--- config.mk ---
export PLATFORM = sky130hd
export DESIGN_NAME = tv80_busbridge
export DESIGN_NICKNAME = d
export VERILOG_FILES = /design/src/rtl/tv80_busbridge.sv
export SDC_FILE = /design/constraint.sdc
export NUM_CORES = 1
export LEC_CHECK = 0
export ABC_AREA = 1
export CAP_MARGIN = 10
export CORE_ASPECT_RATIO = 0.8
export CORE_MARGIN = 4
export CORE_UTILIZATION = 36
export DETAILED_ROUTE_END_ITERATION = 12
export GPL_ROUTABILITY_DRIVEN = 1
export HOLD_SLACK_MARGIN = 0.08
export PLACE_DENSITY = 0.81
export SYNTH_ARGS = -nofsm -noshare
export SYNTH_HDL_FRONTEND = slang
export SYNTH_SLANG_ARGS = --single-unit
export TNS_END_PERCENT = 5
--- constraint.sdc ---
create_clock -name clk -period 1.3 [get_ports clk]
set_clock_uncertainty 0.2 [all_clocks]
set_input_delay 0.26 -clock clk [delete_from_list [all_inputs] [get_ports clk]]
set_output_delay 0.26 -clock clk [all_outputs]
set_load 0.05 [all_outputs]
--- src/rtl/tv80_busbridge.sv ---
// Bridges TV80 CPU bus cycles onto a req/ack fabric, stretching the CPU with wait_n.
// Define TV80_BUSTMO_EN to add a bus-request timeout that completes a stalled access.
module tv80_busbridge #(
  parameter int unsigned TIMEOUT    = 255,
  parameter logic [7:0]  IM2_VECTOR = 8'hFF
) (
  input  logic        clk,
  input  logic        reset_n,
  input  logic        m1_n,
  input  logic        mreq_n,
  input  logic        iorq_n,
  input  logic        rd_n,
  input  logic        wr_n,
  input  logic        rfsh_n,
  input  logic [15:0] A,
  input  logic [7:0]  dout,
  output logic [7:0]  di,
  output logic        wait_n,
  output logic        bus_req,
  output logic        bus_we,
  output logic        bus_io,
  output logic [15:0] bus_addr,
  output logic [7:0]  bus_wdata,
  input  logic        bus_ack,
  input  logic [7:0]  bus_rdata,
  output logic        tmo_err
);

  typedef enum logic [1:0] {StIdle, StReq, StDone} state_t;

  state_t state;
  logic   rw, mem_acc, io_acc, int_ack, access;

  assign rw      = ~rd_n | ~wr_n;
  assign mem_acc = ~mreq_n & rfsh_n & rw;
  assign io_acc  = ~iorq_n & m1_n & rw;
  assign int_ack = ~iorq_n & ~m1_n;
  assign access  = mem_acc | io_acc;

  // Stall the CPU from the detect cycle on, so it never samples stale data.
  assign wait_n = ~(reset_n & (((state == StIdle) & access) | (state == StReq)));

`ifdef TV80_BUSTMO_EN
  logic [15:0] tmo_cnt;
  logic        tmo_hit;

  assign tmo_hit = (tmo_cnt == 16'(TIMEOUT - 1));
`else
  assign tmo_err = 1'b0;
`endif

  always_ff @(posedge clk or negedge reset_n) begin
    if (!reset_n) begin
      state     <= StIdle;
      bus_req   <= 1'b0;
      bus_we    <= 1'b0;
      bus_io    <= 1'b0;
      bus_addr  <= 16'h0000;
      bus_wdata <= 8'h00;
      di        <= 8'h00;
`ifdef TV80_BUSTMO_EN
      tmo_cnt   <= 16'h0000;
      tmo_err   <= 1'b0;
`endif
    end else begin
`ifdef TV80_BUSTMO_EN
      tmo_err <= 1'b0;
`endif
      unique case (state)
        StIdle: begin
          if (access) begin
            state     <= StReq;
            bus_req   <= 1'b1;
            bus_addr  <= A;
            bus_wdata <= dout;
            bus_we    <= ~wr_n;
            bus_io    <= io_acc;
`ifdef TV80_BUSTMO_EN
            tmo_cnt   <= 16'h0000;
`endif
          end else if (int_ack) begin
            di <= IM2_VECTOR;
          end
        end
        StReq: begin
          // Ack wins over a timeout landing on the same edge.
          if (bus_ack) begin
            state   <= StDone;
            bus_req <= 1'b0;
            if (!bus_we) di <= bus_rdata;
          end
`ifdef TV80_BUSTMO_EN
          else if (tmo_hit) begin
            state   <= StDone;
            bus_req <= 1'b0;
            di      <= 8'hFF;
            tmo_err <= 1'b1;
          end else begin
            tmo_cnt <= tmo_cnt + 16'd1;
          end
`endif
        end
        StDone: begin
          if (rd_n && wr_n) state <= StIdle;
        end
        default: state <= StIdle;
      endcase
    end
  end

endmodule

==> summary.txt <==
Worst setup path
  – Reg2reg start: state[0]
  – CP Max Fanout: 5
  – Arr. time, crit path: around 1.2 ns
  – Crit path kind: flip-flop to output port
  – Reg2Reg Setup Slack: -0.20 ns
  – Crit. End Element: output port
  – Setup crit start kind: flip-flop
  – CP required: 0.84 ns
  – CP startpoint: state[1]

Logic synthesis
  – Post-Syn Area: between 0.0015 and 0.002 mm²
  – Register area share after synthesis: a little under three fifths
  – Synthesized instance count: approximately 190
  – Net Count, Synth: 226
  – Syn Area/Cell: 8.85 µm²
  – Yosys warning total: 0
  – Netlist cell types: 17
  – Synthesized flop and latch total: 37

Clock network
  – Clock Tree Buf Depth: 2
  – Clk_lat worst skew: between 0.2 and 0.3 ns
  – CTS Root Cell: clkbuf_8
  – CTS Sinks: 37
  – CTS tree: done
  – Number of H-tree levels: 2
  – Worst-path clk slew: roughly 0.060 ns
  – Total CTS buffers: 5

STA
  – Crit path time final: 1.62 ns
  – RSZ-0062 raised after global routing: yes
  – # setup viols final: a little under 70
  – Slew Viols, Final: 0
  – Tcrit/Tclk final: 125%
  – Worst hold slack: 0.122 ns
  – Final-report hold violation count: 0
  – Highest clock rate: approximately 620 MHz
  – Setup ws final: -0.319 ns

Detailed routing
  – DRT antenna net count: 0
  – DR vias/cell: approximately 4.7
  – Drt drc: 0
  – DR WL/cell: roughly 14 µm
  – Post-Route WL: 4770 µm
  – DR iter-0 viols: 35
  – Via count: between 1500 and 2000
  – First-pass DRT Iterations: 4

Run status
  – Failing checks: setup timing
  – Outcome: complete, but fails checks

Layout
  – Area Overhead vs Synth: 93.1%
  – Antenna cells: 0
  – Share of cells above drive strength 1: around a third
  – Final nets: roughly 330

Pwr
  – Worst vdd ir: 0.00174 V
  – Total power: ~9400 µW
  – Leak: between 0.0015 and 0.002 µW
  – Pwr dens: approximately 3000 mW/mm²

Global route
  – First-pass GRT wire length: between 7000 and 8000 µm
  – Vias in the first global route: between 1500 and 2000
  – GRT overflow: 0
  – Gr usage total: approximately 17%
  – Pin count of the biggest net entering global routing: 38
  – Initial antenna violation count: 0

Placement
  – HPWL Detailed: 3620 µm
  – Number of port buffers: 76
  – RD Place Congestion: a little over 0.8

Die
  – Die height: approximately 68 µm
  – Die area: approximately 0.0057 mm²
  – Core area: between 0.004 and 0.005 mm²
  – Die width: 83.4 µm
  – Starting density of the core: approximately two fifths
  – Num rows: 21
  – Ports: 78

Min path
  – Worst hold path class: primary input to flip-flop
  – Worst min-delay path startpoint: wr_n

Job
  – Max-Cap Viols: 0
-- where the power goes --
| group | leakage, µW | total (µW) | switching [µW] | internal (µW) |
|---|---|---|---|---|
| Sequential | 0.000452 | 2330 | 609 | 1720 |
| Combinational | 0.00105 | 6350 | 3320 | 3030 |
| Clock | 0.0000399 | 713 | 361 | 352 |
| Total | 0.00154 | 9400 | 4290 | 5100 |
-- cell families after synthesis --
family	count (synthesis)	share of synthesized area, %
AOI/OAI and AO/OA	4	1.45
buffers and inverters	15	5.42
DFF	37	56.5
other	1	0.229
and+or+nand+nor	128	36.4
-- layout make-up --
cell class	instances	area, µm²
timing repair buffer	101	1370
fill	305	1120
sequential	37	927
multi-input combinational	134	701
tap	57	71.3
clock buffer	5	68.8
inverter	6	22.5
clock inverter	1	5.00
-- repair_timing --
action | CTS | global route
pin swaps | 8 | 3
hold endpoints to repair | 37 | 0
cloned | 2 | 0
setup buffers | 5 | 1
hold buffers | 1 | 0
gates resized for setup | 19 | 2
setup endpoints to repair | 72 | 72
-- through the flow --
step | util, % | setup TNS [ns] | std cells | cell area, µm² | setup slack [ns]
3_5_place_dp | 68.4 | -18.26 | 326 | 2930 | -0.528
6_report | 73.9 | -5.40 | 341 | 3160 | -0.319
5_1_grt | 73.9 | -9.38 | 341 | 3160 | -0.370
4_1_cts | 73.5 | -7.96 | 340 | 3150 | -0.352
2_1_floorplan | - | -3.01 | 185 | 1660 | -0.116
3_3_place_gp | 68.4 | -16.99 | 326 | 2930 | -0.495
-- path summary, 6_finish.rpt --
| check | to | depth (start not counted) |
|---|---|---|
| worst max-delay path | wait_n | 4 |
| worst min-delay path | bus_we | 2 |
| worst max register to register | bus_addr[3] | 6 |
| worst min register to register | bus_addr[12] | 2 |
| max in group asynchronous | bus_we | 3 |
| min in group asynchronous | state[1] | 3 |
-- routing by layer --
layer / routed length (µm) / track usage (%) / vias to the layer above
met1: 1910 / 19.9 / 751
met2: 2530 / 32.9 / 49
met5: 0 / 0 / -
met4: 0 / 2.41 / 0
li1: - / - / 788
met3: 322 / 5.78 / 0
-- state kept, by name, summed over array words and instances (netlist names) --
| signal | flops |
|---|---|
| bus_io | 1 |
| di | 8 |
| bus_we | 1 |
| bus_addr | 16 |
| bus_wdata | 8 |
| bus_req | 1 |
| state | 2 |
-- critical path, cell delays in order (launching register included) --
cell	delay [ns]
dfrtp_1	0.43
inv_2	0.12
buf_6	0.11
nand3_4	0.07
buf_12	0.15
-- Yosys cell counts --
cell,n,share of area [%]
buf_6,3,2.1
nand2_1,74,17
nand2_4,3,2.1
buf_4,1,0.46
dfrtp_1,37,57
inv_1,5,1.1
nor2_4,2,1.4
o21ai_0,3,0.92
inv_2,1,0.23
buf_2,5,1.5
conb_1,1,0.23
or2_2,8,3.1
nor2_1,1,0.23
o21ai_2,1,0.53
nand3_1,37,11
nand3_2,1,0.61
nand2_2,2,0.76
-- placed cells by master (no fill, tap or decap), types with 4 or more instances in the layout --
| cell | n |
|---|---|
| buf_6 | 5 |
| or2_2 | 8 |
| clkbuf_8 | 5 |
| buf_12 | 38 |
| dlygate4sd2_1 | 6 |
| clkdlybuf4s50_1 | 33 |
| inv_1 | 4 |
| nand2_1 | 72 |
| dfrtp_1 | 36 |
| buf_4 | 16 |
| nand3_1 | 35 |
| nand2_2 | 4 |
No activity file was read; power rests on OpenSTA's default activity.
